<file path="config.mk">
export PLATFORM = sky130hd
export DESIGN_NAME = mem_cmd_arbiter
export DESIGN_NICKNAME = d
export VERILOG_FILES = /design/src/rtl/mem_cmd_arbiter.sv
export SDC_FILE = /design/constraint.sdc
export NUM_CORES = 1
export LEC_CHECK = 0
export CAP_MARGIN = 20
export CORE_AREA = 2 2 480 482
export DETAILED_ROUTE_END_ITERATION = 6
export DIE_AREA = 0 0 482 484
export SETUP_SLACK_MARGIN = 0.05
export SKIP_LAST_GASP = 1
export SLEW_MARGIN = 20
export SYNTH_ARGS = -nofsm -noshare
export SYNTH_HDL_FRONTEND = slang
export SYNTH_SLANG_ARGS = --single-unit
</file>
<file path="constraint.sdc">
create_clock -name clk_sys -period 3.4 [get_ports clk_sys]
set_input_delay 0.68 -clock clk_sys [delete_from_list [all_inputs] [get_ports clk_sys]]
set_output_delay 0.68 -clock clk_sys [all_outputs]
set_load 0.02 [all_outputs]
</file>
<file path="src/rtl/mem_cmd_arbiter.sv">
// rtl/mem_cmd_arbiter.sv - round-robin DDR command arbiter with write-burst lock and in-order read return routing
module mem_cmd_arbiter #(
   parameter int NUM_REQ   = 4,
   parameter int ADDR_W    = 32,
   parameter int DATA_W    = 128,
   parameter int STRB_W    = 16,
   parameter int TAG_DEPTH = 8
) (
   input  logic                        clk_sys,
   input  logic                        rst,
   input  logic                        init_done,
   input  logic [NUM_REQ-1:0]          req_cmd_valid,
   output logic [NUM_REQ-1:0]          req_cmd_ready,
   input  logic [NUM_REQ*ADDR_W-1:0]   req_cmd_addr,
   input  logic [NUM_REQ-1:0]          req_cmd_write,
   input  logic [NUM_REQ*8-1:0]        req_cmd_burst_len,
   input  logic [NUM_REQ*DATA_W-1:0]   req_wr_data,
   input  logic [NUM_REQ*STRB_W-1:0]   req_wr_strobe,
   input  logic [NUM_REQ-1:0]          req_wr_valid,
   output logic [NUM_REQ-1:0]          req_wr_ready,
   output logic [DATA_W-1:0]           req_rd_data,
   output logic [NUM_REQ-1:0]          req_rd_valid,
   input  logic [NUM_REQ-1:0]          req_rd_ready,
   output logic                        cmd_valid,
   input  logic                        cmd_ready,
   output logic [ADDR_W-1:0]           cmd_addr,
   output logic                        cmd_write,
   output logic [7:0]                  cmd_burst_len,
   output logic [DATA_W-1:0]           wr_data,
   output logic [STRB_W-1:0]           wr_strobe,
   output logic                        wr_valid,
   input  logic                        wr_ready,
   input  logic [DATA_W-1:0]           rd_data,
   input  logic                        rd_valid,
   output logic                        rd_ready,
   output logic [2:0]                  grant_id,
   output logic                        busy,
   output logic                        err_unexpected_rd
);
   localparam int IDX_W = (NUM_REQ > 1) ? $clog2(NUM_REQ) : 1;
   localparam int PTR_W = $clog2(TAG_DEPTH);

   typedef enum logic [1:0] {IDLE, CMD, WDATA} state_t;
   state_t state, state_next;

   logic [IDX_W-1:0]   gnt, rr_ptr, pick, idx;
   logic               pick_valid;
   logic [NUM_REQ-1:0] eligible;
   logic [7:0]         beat_cnt;

   logic [IDX_W-1:0]   tag_id  [TAG_DEPTH];
   logic [7:0]         tag_len [TAG_DEPTH];
   logic [PTR_W-1:0]   wr_ptr, rd_ptr;
   logic [PTR_W:0]     tag_count;
   logic [7:0]         rd_cnt;
   logic               tag_full, tag_empty, cmd_hs, wr_hs, rd_hs, push, pop;

   assign tag_full  = (tag_count == (PTR_W+1)'(TAG_DEPTH));
   assign tag_empty = (tag_count == '0);
   assign cmd_hs    = (state == CMD) && cmd_ready;
   assign wr_hs     = wr_valid && wr_ready;
   assign rd_hs     = rd_valid && rd_ready;
   assign push      = cmd_hs && !cmd_write;
   assign pop       = !tag_empty && rd_hs && (rd_cnt == tag_len[rd_ptr]);
   assign grant_id  = 3'(gnt);

   // Readers are masked while the tag FIFO is full so writers keep flowing.
   always_comb begin
      eligible   = req_cmd_valid & (req_cmd_write | {NUM_REQ{~tag_full}});
      pick_valid = 1'b0;
      pick       = '0;
      idx        = '0;
      for (int k = 0; k < NUM_REQ; k++) begin
         idx = IDX_W'((int'(rr_ptr) + k) % NUM_REQ);
         if (!pick_valid && eligible[idx]) begin
            pick_valid = 1'b1;
            pick       = idx;
         end
      end
   end

   always_ff @(posedge clk_sys) begin
      if (rst) state <= IDLE;
      else     state <= state_next;
   end

   always_comb begin
      state_next = state;
      case (state)
         IDLE:    if (init_done && pick_valid) state_next = CMD;
         CMD:     if (cmd_ready) state_next = cmd_write ? WDATA : IDLE;
         WDATA:   if (wr_hs && beat_cnt == 8'd0) state_next = IDLE;
         default: state_next = IDLE;
      endcase
   end

   always_comb begin
      cmd_valid     = (state == CMD);
      req_cmd_ready = '0;
      req_wr_ready  = '0;
      wr_valid      = 1'b0;
      wr_data       = req_wr_data[gnt*DATA_W +: DATA_W];
      wr_strobe     = req_wr_strobe[gnt*STRB_W +: STRB_W];
      if (state == CMD) req_cmd_ready[gnt] = cmd_ready;
      if (state == WDATA) begin
         wr_valid          = req_wr_valid[gnt];
         req_wr_ready[gnt] = wr_ready;
      end
      // With no tag outstanding, stray read beats are drained and dropped.
      req_rd_data  = rd_data;
      req_rd_valid = '0;
      rd_ready     = rd_valid;
      if (!tag_empty) begin
         req_rd_valid[tag_id[rd_ptr]] = rd_valid;
         rd_ready                     = req_rd_ready[tag_id[rd_ptr]];
      end
      busy = (state != IDLE) || !tag_empty;
   end

   always_ff @(posedge clk_sys) begin
      if (rst) begin
         gnt               <= '0;
         rr_ptr            <= '0;
         cmd_addr          <= '0;
         cmd_write         <= 1'b0;
         cmd_burst_len     <= 8'd0;
         beat_cnt          <= 8'd0;
         wr_ptr            <= '0;
         rd_ptr            <= '0;
         tag_count         <= '0;
         rd_cnt            <= 8'd0;
         err_unexpected_rd <= 1'b0;
      end else begin
         if (state == IDLE && state_next == CMD) begin
            gnt           <= pick;
            cmd_addr      <= req_cmd_addr[pick*ADDR_W +: ADDR_W];
            cmd_write     <= req_cmd_write[pick];
            cmd_burst_len <= req_cmd_burst_len[pick*8 +: 8];
         end
         if (cmd_hs) begin
            rr_ptr   <= (gnt == IDX_W'(NUM_REQ-1)) ? '0 : gnt + 1'b1;
            beat_cnt <= cmd_burst_len;
         end
         if (state == WDATA && wr_hs && beat_cnt != 8'd0) beat_cnt <= beat_cnt - 8'd1;
         if (push) wr_ptr <= wr_ptr + 1'b1;
         if (pop) begin
            rd_ptr <= rd_ptr + 1'b1;
            rd_cnt <= 8'd0;
         end else if (!tag_empty && rd_hs) begin
            rd_cnt <= rd_cnt + 8'd1;
         end
         case ({push, pop})
            2'b10:   tag_count <= tag_count + 1'b1;
            2'b01:   tag_count <= tag_count - 1'b1;
            default: tag_count <= tag_count;
         endcase
         if (tag_empty && rd_valid) err_unexpected_rd <= 1'b1;
      end
   end

   always_ff @(posedge clk_sys) begin
      if (push) begin
         tag_id[wr_ptr]  <= gnt;
         tag_len[wr_ptr] <= cmd_burst_len;
      end
   end
endmodule

</file>
==> summary.txt <==
Power
  • Clock share of power: 0.296
  • Pleak: 0.00846 uW
  • Cell Pwr Density: 291 nW/um2
  • Sw Ratio: 0.363
  • Maximum VDD drop: 0.000320 V
  • Internal power: 4890 uW
  • Net load switching power: 2790 uW
  • Sequential fraction of design power: 0.274
  • Logic gate share of total power: 0.430

Floorplan
  • Die Y: 484 um
  • Initial Utilization: 0.0523
  • Num ports: 1219
  • Num rows: 176
  • Chip Width: 482 um
  • Die Area: 233000 um2
  • Core Box Area: 229000 um2

Placed design
  • Gp weighted congestion: 0.956
  • Port Buffers: 961
  • Post-detail-place hpwl: 163 mm
  • Area of placed instances: 25400 um2

Global route
  • Largest net degree at the start of global routing: 57
  • Gr ovfl total: 0
  • Vias in the first global route: 14300
  • First-pass GRT wire length: 205 mm
  • Total track usage: 0.146
  • Antenna violations before repair: 212

Synth
  • Yosys cell types: 52
  • Area fraction of the dominant cell type after synthesis: 0.299
  • Post-Syn Area: 12000 um2
  • Largest family of logic cells by synthesized area: multiplexers
  • Synth area leaders: mux4_2 (30%), edfxtp_1 (20%), dfxtp_1 (13%), buf_4 (8.2%), nand2_1 (7.5%)
  • Seq cells post-synth: 157
  • Top post-synthesis cells by count: nand2_1 (239), mux4_2 (159), buf_4 (130)
  • Synthesized instance count: 1084
  • Xor/xnor cell area share of the yosys netlist: 0.0117
  • Syn Nets: 1981
  • Largest area contributor in the netlist: mux4_2
  • Most numerous cell in the Yosys netlist: nand2_1
  • Multiplexer share of the synthesized area: 0.325
  • Main flop type after synthesis: edfxtp_1
  • Number of flops mapped to enable cells by yosys: 80
  • Post-synthesis compound-gate area fraction: 0.0823
  • Synth Area in Simple Gates: 0.124
  • Post-synth ARST share: 0
  • Sequential element share of the synthesized area: 0.330
  • Synth Area in Adders: 0.0115
  • Syn avg cell area: 11.0 um2
  • Total number of yosys warnings: 0

Critical path
  • CP Buf/Inv Count: 2
  • Crit-path max FO: 20
  • Crit path DAT: 3.84 ns
  • Cell mode on critical path: xor2_1
  • CP top delay family: simple AND/OR/NAND/NOR gates
  • Max incr delay on CP: 0.57 ns
  • Cell Chain, Critical Path: buf_4 -> buf_12 -> mux2i_1 -> mux4_2 -> xor2_1 -> nand3b_1 -> or4_4 -> nor2_4 -> ha_4 -> xor2_1 -> ha_2 -> a21oi_2 -> xor2_1 -> or3_1 -> a21oi_1
  • Type of the worst setup path: reg2reg
  • Worst R2R Setup Slack: 0.009 ns
  • Worst setup EP type: flop
  • Slowest-stage cell, CP: or4_4
  • CP Launch Type: flop
  • Required time of the critical path: 3.85 ns

CTS
  • Clk pin slew, worst setup/hold paths: 0.08 ns
  • CTS tree: yes
  • Skew-Pair Late Insertion Delay: 0.54 ns
  • CTS Sinks: 157
  • H-Tree Depth: 4
  • Clock root cell: clkbuf_16
  • CTS Buffer Depth: 2
  • Total CTS buffers: 17
  • Post-CTS Hold Fix Bufs: 0

Routing
  • Total number of vias: 14500
  • Residual DRC count: 0
  • Post-Route WL: 176 mm
  • WL/cell: 34.6 um
  • Routed Antenna Nets: 0
  • Via density: 2.85
  • Iter 0 DRT Violations: 1073
  • Drt first pass iters: 5

Cells and area
  • Layout Nets: 2839
  • Syn-to-layout area delta: 121%
  • Cell area after layout: 26400 um2
  • Layout cells sized above 1: 0.205

STA
  • Fin Clk Skew: 0.0425 ns
  • Final hold viol count: 0
  • Final Cycle Share: 0.997
  • Max Clock Freq: 295 MHz
  • Worst-Margin Slew: 0.840 ns
  • RSZ-0062 raised after global routing: yes
  • Setup Viol. Count Final: 0
  • Max transition margin: 0.436
  • Period minus WS final: 3.39 ns
  • Final Max Slew Viols: 0
  • Hold slack: 0.491 ns

Run status
  • Outcome: completed

Flow run
  • Max cap viols: 0

Hold path
  • Min-delay worst type: reg2reg
metal layers:
layer,routed length [um],track usage,vias up
li1,-,-,5834
met1,61600,0.149,7102
met2,84100,0.249,1094
met3,23500,0.0859,401
met4,6380,0.0418,62
met5,433,0.0137,-
layout by cell type, fill, tap and decap left out, drive strengths merged, types with 15 or more instances in the layout:
cell	n
clkdlybuf4s50	863
nand2	239
buf	185
mux4	159
diode	109
edfxtp	80
dfxtp	77
a21oi	60
a221o	42
nor2	41
mux2i	20
inv	20
clkbuf	18
o21ai	15
through the flow:
stage               instances  TNS, ns  utilization  total power (uW)  worst slack [ns]
finish                   5090        0        0.116              7670           0.00932
global route             5020   -0.258        0.115              7970            -0.188
CTS                      4978  -0.0188        0.114              7870           -0.0122
detailed placement       4938  -0.0458        0.111              5520           -0.0458
global placement         4938  -0.0101        0.111              5500           -0.0101
floorplan                1084        0            -              3300            0.0184
power groups by stage:
stage	Clock [uW]	Sequential, uW	Combinational (uW)
finish	2270	2100	3300
global route	2410	2110	3450
CTS	2370	2110	3390
detailed placement	0	2160	3360
global placement	0	2150	3350
floorplan	0	2210	1090
sequential cells by signal (all words and copies together) (netlist names), 3 cells and up, named ones only:
register	cells
tag_len	64
cmd_addr	32
tag_id	16
beat_cnt	8
cmd_burst_len	8
rd_cnt	8
tag_count	4
rd_ptr	3
wr_ptr	3
final timing paths:
path                                                 from                        end  cells past startpoint
worst max-delay path                                 flop  tag_count[2]$_SDFFE_PP0P_                     15
worst min-delay path            cmd_addr[31]$_SDFFE_PP0P_  cmd_addr[31]$_SDFFE_PP0P_                      1
worst max register to register                       flop  tag_count[2]$_SDFFE_PP0P_                     15
worst min register to register  cmd_addr[31]$_SDFFE_PP0P_  cmd_addr[31]$_SDFFE_PP0P_                      1
final cells by class:
class	instances	area, um2
inverters	12	45.0
well taps	3026	3790
clock inverters	15	211
repair buffers	1049	11000
flip-flops and latches	157	3950
clock buffers	17	425
multi-input cells	705	6720
diodes	109	273
fillers	26100	202000
what timing repair did:
| action | 4_1_cts | 5_1_grt |
|---|---|---|
| pin swaps | 1 | 0 |
| resized for setup | 8 | 3 |
| setup endpoints to repair | 14 | 5 |
| cloned | 0 | 1 |
| setup buffers | 8 | 3 |
cell families (layout without fill, tap and decap cells):
kind of cell | count (synthesis) | count (layout)
and+or+nand+nor | 348 | 348
buffers and inverters | 222 | 1093
muxes | 189 | 189
DFF | 157 | 157
AOI/OAI and AO/OA | 140 | 140
xor gates and xnor gates | 16 | 16
adders and majority gates | 11 | 11
other | 1 | 110
No activity file was read; power rests on OpenSTA's default activity.
